==> config.mk <==
export PLATFORM = sky130hd
export DESIGN_NAME = ghost_motion_stage
export DESIGN_NICKNAME = d
export VERILOG_FILES = /design/src/rtl/ghost_motion_stage.sv
export SDC_FILE = /design/constraint.sdc
export NUM_CORES = 1
export LEC_CHECK = 0
export ABC_AREA = 1
export ABC_CLOCK_PERIOD_IN_PS = 4250
export BUFFER_PORTS_ARGS = -buffer_cell sky130_fd_sc_hd__buf_2
export CORE_AREA = 2 2 322 324
export DETAILED_ROUTE_END_ITERATION = 8
export DIE_AREA = 0 0 324 326
export PLACE_DENSITY_LB_ADDON = 0.08
export SETUP_SLACK_MARGIN = 0.1
export SYNTH_ARGS = -nofsm -noshare
export SYNTH_HDL_FRONTEND = slang
export SYNTH_SLANG_ARGS = --single-unit
==> constraint.sdc <==
create_clock -name clk -period 4.25 [get_ports clk]
set_input_delay 1.0625 -clock clk [delete_from_list [all_inputs] [get_ports clk]]
set_output_delay 1.0625 -clock clk [all_outputs]
set_load 0.05 [all_outputs]
==> src/rtl/ghost_motion_stage.sv <==
// Ghost motion stage: validates a proposed ghost move against bounds and the wall map, then commits or holds.
// Optional build macro GHOST_TUNNEL_WRAP_EN wraps horizontal out-of-bounds moves to the opposite edge.
`ifndef WIDTH
`define WIDTH 640
`endif
`ifndef HEIGHT
`define HEIGHT 480
`endif
`ifndef TILE_ROW_NUM
`define TILE_ROW_NUM 24
`endif
`ifndef TILE_COL_NUM
`define TILE_COL_NUM 32
`endif
`ifndef DIR_UP
`define DIR_UP 2'd0
`endif
`ifndef DIR_DOWN
`define DIR_DOWN 2'd1
`endif
`ifndef DIR_LEFT
`define DIR_LEFT 2'd2
`endif
`ifndef DIR_RIGHT
`define DIR_RIGHT 2'd3
`endif

module ghost_motion_stage #(
  parameter int START_X   = 260,
  parameter int START_Y   = 240,
  parameter int TILE_SIZE = 20
) (
  input  logic                                      clk,
  input  logic                                      reset,
  input  logic                                      tick,
  input  logic [$clog2(`WIDTH)-1:0]                 next_x,
  input  logic [$clog2(`HEIGHT)-1:0]                next_y,
  input  logic [1:0]                                ghost_direction,
  input  logic [`TILE_ROW_NUM*`TILE_COL_NUM-1:0]    tilemap_walls,
  input  logic [$clog2(`WIDTH)-1:0]                 pac_x,
  input  logic [$clog2(`HEIGHT)-1:0]                pac_y,
  output logic [$clog2(`WIDTH)-1:0]                 x,
  output logic [$clog2(`HEIGHT)-1:0]                y,
  output logic                                      moved,
  output logic                                      blocked,
  output logic                                      caught
);
  localparam int XW   = $clog2(`WIDTH);
  localparam int YW   = $clog2(`HEIGHT);
  localparam int COLS = `TILE_COL_NUM;
  localparam int IW   = $clog2(`TILE_ROW_NUM * `TILE_COL_NUM);

  localparam logic [XW:0]   X_LIM  = (XW+1)'(`WIDTH);
  localparam logic [YW:0]   Y_LIM  = (YW+1)'(`HEIGHT);
  localparam logic [XW-1:0] TS_X   = XW'(TILE_SIZE);
  localparam logic [YW-1:0] TS_Y   = YW'(TILE_SIZE);
  localparam logic [IW-1:0] COLS_I = IW'(COLS);

  localparam logic [1:0] S_WAIT   = 2'd0;
  localparam logic [1:0] S_CHECK  = 2'd1;
  localparam logic [1:0] S_COMMIT = 2'd2;

  logic [1:0]    state_q, state_d;
  logic [XW-1:0] cand_x_q, cand_x_d, x_q, x_d;
  logic [YW-1:0] cand_y_q, cand_y_d, y_q, y_d;
  logic [1:0]    cand_dir_q, cand_dir_d;
  logic          ok_q, ok_d;
  logic          moved_q, moved_d, blocked_q, blocked_d, caught_q, caught_d;

  logic [XW-1:0] chk_x, col;
  logic [YW-1:0] row;
  logic [IW-1:0] idx;
  logic          x_oob, y_oob, in_bounds, wall, chk_ok;

  // Bounds test first; the map is only indexed once the candidate is known to be on screen.
  always_comb begin
    chk_x = cand_x_q;
    x_oob = {1'b0, cand_x_q} >= X_LIM;
    y_oob = {1'b0, cand_y_q} >= Y_LIM;
`ifdef GHOST_TUNNEL_WRAP_EN
    if (x_oob && cand_dir_q == `DIR_LEFT) begin
      chk_x = XW'(`WIDTH - TILE_SIZE);
      x_oob = 1'b0;
    end else if (x_oob && cand_dir_q == `DIR_RIGHT) begin
      chk_x = '0;
      x_oob = 1'b0;
    end
`endif
    in_bounds = !x_oob && !y_oob;
    col       = chk_x / TS_X;
    row       = cand_y_q / TS_Y;
    idx       = in_bounds ? (IW'(row) * COLS_I + IW'(col)) : '0;
    wall      = in_bounds && tilemap_walls[idx];
    chk_ok    = in_bounds && !wall;
  end

`ifndef GHOST_TUNNEL_WRAP_EN
  // Direction only influences the tunnel wrap.
  logic unused_dir;
  assign unused_dir = ^cand_dir_q;
`endif

  always_comb begin
    state_d    = state_q;
    cand_x_d   = cand_x_q;
    cand_y_d   = cand_y_q;
    cand_dir_d = cand_dir_q;
    ok_d       = ok_q;
    x_d        = x_q;
    y_d        = y_q;
    moved_d    = 1'b0;
    blocked_d  = 1'b0;
    caught_d   = (x_q == pac_x) && (y_q == pac_y);
    case (state_q)
      S_WAIT: begin
        if (tick) begin
          cand_x_d   = next_x;
          cand_y_d   = next_y;
          cand_dir_d = ghost_direction;
          state_d    = S_CHECK;
        end
      end
      S_CHECK: begin
        ok_d     = chk_ok;
        cand_x_d = chk_x;
        state_d  = S_COMMIT;
      end
      S_COMMIT: begin
        if (ok_q) begin
          x_d     = cand_x_q;
          y_d     = cand_y_q;
          moved_d = (cand_x_q != x_q) || (cand_y_q != y_q);
        end else begin
          blocked_d = 1'b1;
        end
        state_d = S_WAIT;
      end
      default: state_d = S_WAIT;
    endcase
  end

  always_ff @(posedge clk or negedge reset) begin
    if (!reset) begin
      state_q    <= S_WAIT;
      cand_x_q   <= '0;
      cand_y_q   <= '0;
      cand_dir_q <= '0;
      ok_q       <= 1'b0;
      x_q        <= XW'(START_X);
      y_q        <= YW'(START_Y);
      moved_q    <= 1'b0;
      blocked_q  <= 1'b0;
      caught_q   <= 1'b0;
    end else begin
      state_q    <= state_d;
      cand_x_q   <= cand_x_d;
      cand_y_q   <= cand_y_d;
      cand_dir_q <= cand_dir_d;
      ok_q       <= ok_d;
      x_q        <= x_d;
      y_q        <= y_d;
      moved_q    <= moved_d;
      blocked_q  <= blocked_d;
      caught_q   <= caught_d;
    end
  end

  assign x       = x_q;
  assign y       = y_q;
  assign moved   = moved_q;
  assign blocked = blocked_q;
  assign caught  = caught_q;

endmodule

# After elaboration in Yosys (flattened, before gate mapping)

Cells that the tools add are included.

Bits in registers: 44
Input port bits: 811
Output and inout port bits: 22
Logic and storage cells: 42

Add/subtract/negate cells: 1
Divide/modulo/power cells: 2
Order comparisons: 3
Eq/ne operators: 7
Muxes and demuxes: 9
Reduce and logical (&&, ||, !) cells: 11

Operators by type and width:

| kind                    | count |
|---|---|
| $lt A10 B11 Y1 const B  | 1 |
| $add A10 B10 Y10        | 1 |
| $bmux W1 S10            | 1 |
| $div A10 B5 Y10 const B | 1 |
| $eq A10 B10 Y1          | 1 |
| $ge A10 B10 Y1 const B  | 1 |
| $mux W10                | 1 |
| $ne A10 B10 Y1          | 1 |
| $div A9 B5 Y9 const B   | 1 |
| $eq A9 B9 Y1            | 1 |
| $ge A9 B9 Y1 const B    | 1 |
| $ne A9 B9 Y1            | 1 |
| $mux W1                 | 5 |
| $logic_and A1 B1 Y1     | 4 |
| $pmux W2 S2             | 1 |
| $reduce_and A2 Y1       | 2 |
| $logic_not A1 Y1        | 3 |
| $eq A2 B1 Y1 const B    | 1 |
| $eq A2 B2 Y1 const B    | 1 |
| $logic_not A2 Y1        | 1 |
| $mux W2                 | 1 |
| $ne A2 B2 Y1 const B    | 1 |
| $logic_or A1 B1 Y1      | 1 |

# Logic depth before layout (Yosys ltp)

Gate-level depths: netlist of run 1.

Word-level depth: 9
Gate-level depth with buffers: 37
Depth with buffers taken out: 36

# Worst setup path after synthesis of run 1

OpenSTA, ideal clock, no wires.

Path type: flip-flop to flip-flop
Start: register cand_y_q[6]
End: register ok_q
Library setup time: 0.120 ns
Arrival time: 3.216 ns
Required time: 4.130 ns
Setup slack: 0.913 ns
Stages on the path, launching flop included: 27
Path buffers: 1
Clock period less this slack: 3.337 ns
Path through: dfrtp_1 inv_1 o21ai_0 a21oi_1 nor2_1 inv_1 a21oi_1 a21oi_1 a31oi_1 nor2_1 inv_1 nor2_1 nor2_1 nand3_1 o41ai_1 o21ai_0 nand2_1 ha_1 nand2_1 clkbuf_1 nand3_1 nand3_1 nand3_1 nand3_1 nand3_1 nand2_1 nand2_1

Word-level cells in the longest chain between the ends: 9
Elaborated cells between the ends (all ways): 11
Classes of those cells: 1 x add/sub; 1 x div; 1 x order compare; 3 x mux; 5 x reduce/logical

RTL lines:

| item                                                     | RTL line | RTL |
|---|---|---|
| from (decl)                                              | 65       | `logic [YW-1:0] cand_y_q, cand_y_d, y_q, y_d;` |
| from (signal assigned)                                   | 157      | `cand_y_q <= cand_y_d;` |
| branches (longest 8 deep; another with $add A10 B10 Y10) | n/a      |  |
| $logic_and A1 B1 Y1 (*)                                  | 94       | `chk_ok = in_bounds && !wall;` |
| to (signal assigned)                                     | 159      | `ok_q <= ok_d;` |
| to (decl)                                                | 67       | `logic ok_q, ok_d;` |

Mark *: on every way between the ends. The select of a mux whose other input is x is not followed.
A chain may end at the register's enable or synchronous reset.

# Worst setup path after layout of run 1

Start: register cand_x_q[7]
End: register ok_q

Word-level cells in the longest chain between the ends: 9
Elaborated cells between the ends (all ways): 11
Classes of those cells: 1 x add/sub; 1 x div; 1 x order compare; 3 x mux; 5 x reduce/logical

RTL lines:

| item                                                    | RTL line | RTL |
|---|---|---|
| from (decl)                                             | 64       | `logic [XW-1:0] cand_x_q, cand_x_d, x_q, x_d;` |
| from (signal assigned)                                  | 156      | `cand_x_q <= cand_x_d;` |
| branches (longest 8 deep; another with $div A10 B5 Y10) | n/a      |  |
| $logic_and A1 B1 Y1 (*)                                 | 94       |  |

Marked as above.

==> results of run 1 <==
==> state kept, by name (all words and copies together), names as in the netlist <==
name      flops
blocked       1
cand_x_q     10
cand_y_q      9
caught        1
moved         1
ok_q          1
state_q       2
x            10
y             9
==> worst max path at each step <==
stage                startpoint   end  cells after the start
floorplan           cand_y_q[6]  ok_q                     26
global placement    cand_x_q[7]  ok_q                     35
detailed placement  cand_x_q[7]  ok_q                     35
CTS                 cand_x_q[7]  ok_q                     38
global route        cand_x_q[7]  ok_q                     37
finish              cand_x_q[7]  ok_q                     38
==> cells in the mapped netlist <==
library cell	instances	share of area [%]
nor2_1	15	0.48
nor4b_1	1	0.074
nand4_1	9	0.48
nor4_1	1	0.053
buf_1	25	0.79
nand3_2	1	0.085
o21ai_1	2	0.085
nor3_1	3	0.13
xnor2_1	32	2.4
or2_2	2	0.11
buf_6	7	0.67
o41ai_1	1	0.074
buf_4	28	1.8
o21ai_2	1	0.074
a31oi_1	2	0.11
inv_2	9	0.29
clkbuf_1	57	1.8
nor2_4	1	0.095
a31oi_2	1	0.11
xor2_1	7	0.52
nand3b_1	86	5.5
ha_1	2	0.21
o21ai_0	46	1.9
buf_2	73	3.1
nor2_2	1	0.053
or2_1	1	0.053
dfstp_2	6	1.3
a21oi_2	1	0.074
nand3_1	743	31
nand2_4	2	0.19
nand3_4	1	0.15
a21oi_1	24	1.0
nand2_1	687	22
nand2_2	8	0.42
dfrtp_1	38	8.0
inv_1	288	9.2
o211ai_1	83	5.3
clkinv_1	1	0.032
==> worst register-to-register path, delay by kind of cell, from the launching register on <==
| family | cells | cell delay [ns] |
|---|---|---|
| flops | 1 | 0.39 |
| buf+inv | 7 | 0.76 |
| compound gates | 2 | 0.34 |
| simple gates | 29 | 2.59 |
==> cell families after synthesis <==
| family | after synthesis |
|---|---|
| adder cells (fa/ha/maj) | 2 |
| XOR/XNOR | 39 |
| buffers and inverters | 488 |
| flip-flops | 44 |
| AO/OA/AOI/OAI | 161 |
| AND/OR/NAND/NOR | 1562 |
==> per-layer routing <==
layer,wire length (um),part of all wire (%)
met5,106,0.10
met4,1140,1.1
met3,5210,5.1
met2,52400,51
met1,43300,42
==> timing repair <==
item,CTS,global route
resized for setup,167,69
setup buffers,14,2
pin swaps,40,31
cloned,8,1
endpoints found under the setup margin,1,1
==> through the flow <==
| step | area, um^2 | hold WS [ns] | TNS (ns) |
|---|---|---|---|
| 2_1_floorplan | 11800 | 0.416 | 0 |
| 3_3_place_gp | 18800 | 0.471 | -0.269 |
| 5_1_grt | 20500 | 0.511 | -0.236 |
| 3_5_place_dp | 18800 | 0.462 | -0.290 |
| 6_report | 20500 | 0.471 | 0 |
| 4_1_cts | 20100 | 0.471 | 0 |
==> area by class of cell <==
type | instances | area, um^2 | area share [%]
diodes | 37 | 92.6 | 0.452
clock buffers | 7 | 133 | 0.647
clock inverters | 1 | 8.76 | 0.0427
inverters | 298 | 1140 | 5.58
multi-input cells | 1765 | 9610 | 46.9
flip-flops and latches | 44 | 1110 | 5.42
well taps | 1380 | 1730 | 8.42
repair buffers | 1035 | 6680 | 32.6
==> metrics.md, run 1 <==
| Metric | Value |
|---|---|
| Status | `completed` |
| Post-Synth Adder-Cell Area | `0.212%` |
| Seq/Total Area, Yosys | `9.38%` |
| Max-cap violations | `0` |
| Setup CP Type | `reg2reg` |
| Mapped Avg Cell Area | `5.14 um^2` |
| CTS buffer count | `5` |
| End-of-flow core utilization | `20.0%` |
| Final wirelength | `102000 um` |
| # DRC | `0` |
| Clock transition at path regs | `0.06 ns` |
| H-tree levels | `2` |
| Synth Net Count | `3109` |
| Hold Startpoint | `ok_q` |
| Register bit total from synthesis | `44` |
| CTS tree | `yes` |
| Clk sink count | `44` |
| Synth Area in Compound Gates | `8.76%` |
| Worst slew pin tran | `0.741 ns` |
| Min-Delay Path Class | `reg2reg` |
| GR Util met1 | `22.5%` |
| Post-DRT Antenna Nets | `0` |
| Most common cell after layout, fill and taps aside | `buf_2` |
| Average vias per placed instance | `4.09` |
| Post-synthesis cell type count | `38` |
| Final Hold Viols | `0` |
| Vias | `18700` |
| CTS Root Cell | `clkbuf_16` |
| Synth Area in Simple Gates | `61.1%` |
| Bufs and invs on worst path | `7` |
| XOR/XNOR Fraction of Synth Area | `2.89%` |
| # fillers | `12200` |
| Finish-stage setup viols | `0` |
| Min cycle time layout | `4.12 ns` |
| Critical path's slowest cell | `dfrtp_1` |
| Total gr overflow | `0` |
| Global-route wire length before repair | `140000 um` |
| Num rows | `118` |
| Layout Nets | `3962` |
| Fin crit share | `96.8%` |
| Non-Filler Instances | `4567` |
| Starting DRT DRC Count | `1010` |
| Synthesized area | `0.0118 mm^2` |
| Startpoint Class | `flip-flop` |
| WL/cell | `22.4 um` |
| Crit-path max cell delay | `0.39 ns` |
| Initial antenna violation count | `53` |
| Crit Reg-Reg Endpoint | `ok_q` |
| Synth-to-Final Area Change | `73.6%` |
| Starting density of the core | `11.5%` |
| R2R Setup Slk | `0.13 ns` |
| WP data required | `4.47 ns` |
| Chip Width | `324 um` |
| Synth warn | `0` |
| Count of pins over their slew limit | `0` |
| RSZ-0062 raised after global routing | `true` |
| Worst Hold End | `blocked` |
| Clock Skews | `0.00355 ns` |
| GRT Overall Usage | `18.4%` |
| Core Box Area | `0.103 mm^2` |
| Clk_lat worst skew | `0.29 ns` |
| Vias in the first global route | `19400` |
| Die span in y | `326 um` |
| Die area | `0.106 mm^2` |
| Port bufs | `830` |
| Arrival time at the worst endpoint | `4.34 ns` |
| CTS Hold Bufs | `0` |
| Syn Inst Count | `2296` |
| Peak Freq | `243 MHz` |
| RR Startpoint | `cand_x_q[7]` |
| Largest net degree at the start of global routing | `64` |
| Final worst slack | `0.135 ns` |
| Met2 global-route usage | `33.4%` |
| Ports | `833` |
| Worst Reg-to-Reg Cells | `38` |
| Gp weighted congestion | `0.836` |
| Dpl ws | `-0.290 ns` |
| DP HPWL | `83200 um` |
| Clk buf depth | `2` |
| Top Usage Layer GRT | `met2` |
| Router iterations before antenna repair | `7` |
| Layout cell share with drive strength beyond 1 | `39.7%` |
| Cell depth of the worst hold path | `1` |
| Worst slew margin | `50.5%` |
| Critical path fanouts, max | `8` |
| Largest family of logic cells by synthesized area | `simple AND/OR/NAND/NOR gates` |
| Crit end category | `flip-flop` |
| Post-synthesis mux area share | `0%` |
| DP Cell Count | `4497` |
| Most used cell, CP | `nand2_4` |
| Most frequent cells in the layout | `buf_2 (830), nand2_1 (657), nand3_1 (612)` |
| Met3 GRT Util | `3.01%` |
| CP top delay family | `simple AND/OR/NAND/NOR gates` |
Power of run 1 is left out: the tool's default activity adds up to more than one toggle a clock period on the data nets, which glitch-free logic cannot reach.
==> run 2: changes to the inputs <==
--- a/config.mk
+++ b/config.mk
@@ -6,8 +6,9 @@
 export NUM_CORES = 1
 export LEC_CHECK = 0
 export ABC_AREA = 1
-export ABC_CLOCK_PERIOD_IN_PS = 4250
+export ABC_CLOCK_PERIOD_IN_PS = 3700
 export BUFFER_PORTS_ARGS = -buffer_cell sky130_fd_sc_hd__buf_2
+export CAP_MARGIN = 10
 export CORE_AREA = 2 2 322 324
 export DETAILED_ROUTE_END_ITERATION = 8
 export DIE_AREA = 0 0 324 326
==> constraint.sdc (replaced) <==
create_clock -name clk -period 3.7 [get_ports clk]
set_input_delay 0.925 -clock clk [delete_from_list [all_inputs] [get_ports clk]]
set_output_delay 0.925 -clock clk [all_outputs]
set_load 0.05 [all_outputs]
==> run 2 against run 1 <==
Effect of this change: cell count is 1.4% higher; via count up 2.5%; cell area grew 6.8%; clock-buffer cell count unchanged; critical path depth decreased by 4; setup slack worse by 0.45 ns; clock skew grew 0.0019 ns; register-to-register slack got worse by 0.45 ns; non-clock buffer count increased by 76; die area stayed put; the flow now finishes with violations (setup timing); routed wire length increased by 3.7%.
==> metrics.md, run 2 (synthesis results as in run 1) <==
| Metric | Value |
|---|---|
| Core Box Area | `0.103 mm^2 (unchanged)` |
| Total gr overflow | `0 (unchanged)` |
| Vias | `19100 (+2.5%)` |
| # DRC | `0 (unchanged)` |
| Chip Width | `324 um (unchanged)` |
| Gp weighted congestion | `0.840 (+0.56%)` |
| Crit-path max cell delay | `0.46 ns (+0.07 ns)` |
| Die area | `0.106 mm^2 (unchanged)` |
| GRT Overall Usage | `18.9% (+0.54 points)` |
| Startpoint Class | `flip-flop` |
| Largest net degree at the start of global routing | `68 (+6.3%)` |
| Router iterations before antenna repair | `5 (-2)` |
| Layout cell share with drive strength beyond 1 | `43.5% (+3.8 points)` |
| Initial antenna violation count | `39 (-26%)` |
| Peak Freq | `249 MHz (+2.6%)` |
| Placed cell area | `0.0191 mm^2 (+1.5%)` |
| Synth-to-Final Area Change | `85.4%` |
| Final Hold Viols | `0 (unchanged)` |
| Min cycle time layout | `4.01 ns (-0.104 ns)` |
| WP data required | `3.92 ns (-0.55 ns)` |
| H-tree levels | `2 (unchanged)` |
| Failing checks | `setup timing` |
| CTS tree | `yes` |
| Crit end category | `flip-flop` |
| # fillers | `12200 (-0.22%)` |
| Average vias per placed instance | `4.13 (+1.1%)` |
| Post-layout instance area | `0.0219 mm^2 (+6.8%)` |
| Die span in y | `326 um (unchanged)` |
| Ports | `833 (unchanged)` |
| Port bufs | `830 (unchanged)` |
| Critical path's slowest cell | `dfrtp_2` |
| Starting density of the core | `11.5% (unchanged)` |
| Final wirelength | `106000 um (+3.7%)` |
| CTS Root Cell | `clkbuf_16` |
| Worst slew margin | `50.9% (+0.32 points)` |
| Num rows | `118 (unchanged)` |
| Global-route wire length before repair | `144000 um (+2.6%)` |
| Most frequent cells in the layout | `buf_2 (830), nand2_1 (654), nand3_1 (545)` |
| Critical path fanouts, max | `10 (+2)` |
| Post-DRT Antenna Nets | `0 (unchanged)` |
| Finish-stage setup viols | `1 (+1)` |
| Min-Delay Path Class | `reg2reg` |
| Worst slew pin tran | `0.737 ns (-0.00398 ns)` |
| DP HPWL | `84700 um (+1.9%)` |
| RSZ-0062 raised after global routing | `true` |
| Fin crit share | `108% (+12 points)` |
| Count of pins over their slew limit | `0 (unchanged)` |
| Setup CP Type | `reg2reg` |
| Layout Nets | `4038 (+1.9%)` |
| CTS buffer count | `5 (unchanged)` |
| Clk sink count | `44 (unchanged)` |
| Starting DRT DRC Count | `1002 (-0.79%)` |
| Arrival time at the worst endpoint | `4.24 ns (-0.10 ns)` |
| Status | `finished, violations left` |
| Clk_lat worst skew | `0.29 ns (about the same)` |
| Clock Skews | `0.00545 ns (+0.00190 ns)` |
| WL/cell | `22.9 um (+2.3%)` |
| Max-cap violations | `0 (unchanged)` |
| Most used cell, CP | `nand2_4` |
| Clk buf depth | `2 (unchanged)` |
| Most common cell after layout, fill and taps aside | `buf_2` |
| Clock transition at path regs | `0.06 ns (about the same)` |
| Vias in the first global route | `19800 (+2.0%)` |
| CTS Hold Bufs | `0 (unchanged)` |
| Final worst slack | `-0.311 ns (-0.446 ns)` |
## run 2: cell count changes in the layout (fill, tap and decap cells not counted), moves of 8 or more
cell	before	now
buf_16	6	14
buf_4	124	167
diode_2	37	23
nand3_1	612	545
nand3_2	122	180
nand3_4	11	20
## run 2: worst paths after layout
| path | slack [ns] | cells past startpoint | to | startpoint |
|---|---|---|---|---|
| worst max-delay path | -0.31 | 34 | ok_q | cand_x_q[9] |
| max in group asynchronous | 2.44 | 2 | x[2] | reset |
| worst min register to register | 0.47 | 1 | blocked | ok_q |
| worst min-delay path | 0.47 | 1 | blocked | ok_q |
| worst max register to register | -0.31 | 34 | ok_q | cand_x_q[9] |
| min in group asynchronous | 0.60 | 1 | cand_x_q[0] | reset |
## run 2: cell type report
| type | instances | area (um^2) | share of cell area [%] |
|---|---|---|---|
| multi-input combinational | 1765 | 10000 | 45.7 |
| tap | 1380 | 1730 | 7.88 |
| antenna | 23 | 57.6 | 0.263 |
| timing repair buffer | 1111 | 7710 | 35.2 |
| clock inverter | 1 | 7.51 | 0.0343 |
| sequential | 44 | 1110 | 5.07 |
| clock buffer | 7 | 143 | 0.651 |
| inverter | 298 | 1140 | 5.22 |
## run 2: critical path, delay by kind of cell (launching register included)
kind | cells | cell delay (ns)
buf+inv | 6 | 0.73
simple gates | 25 | 2.25
compound gates | 3 | 0.51
flops | 1 | 0.46
## run 2: timing repair
action | 4_1_cts | 5_1_grt
resized for setup | 211 | 140
endpoints found under the hold margin | 0 | 0
setup endpoints to repair | 1 | 1
setup buffers | 28 | 8
pin swaps | 44 | 65
cloned | 15 | 8
## run 2: layer usage
layer,wire length [um],global-route usage (%)
met5,149,0
met4,840,1.87
met3,4800,2.59
met2,54400,35.1
met1,45700,23.7
## run 2: per-stage QoR
stage | cells | setup WS [ns] | hold WS [ns] | utilization, % | setup TNS [ns]
2_1_floorplan | 2296 | 0.363 | 0.416 | - | 0
3_3_place_gp | 4540 | -0.741 | 0.470 | 18.6 | -0.741
3_5_place_dp | 4540 | -0.670 | 0.478 | 18.6 | -0.670
4_1_cts | 4591 | -0.371 | 0.480 | 20.4 | -0.371
5_1_grt | 4621 | -0.576 | 0.505 | 21.3 | -0.576
6_report | 4629 | -0.311 | 0.473 | 21.3 | -0.311
Power of run 2 is left out for the same reason.
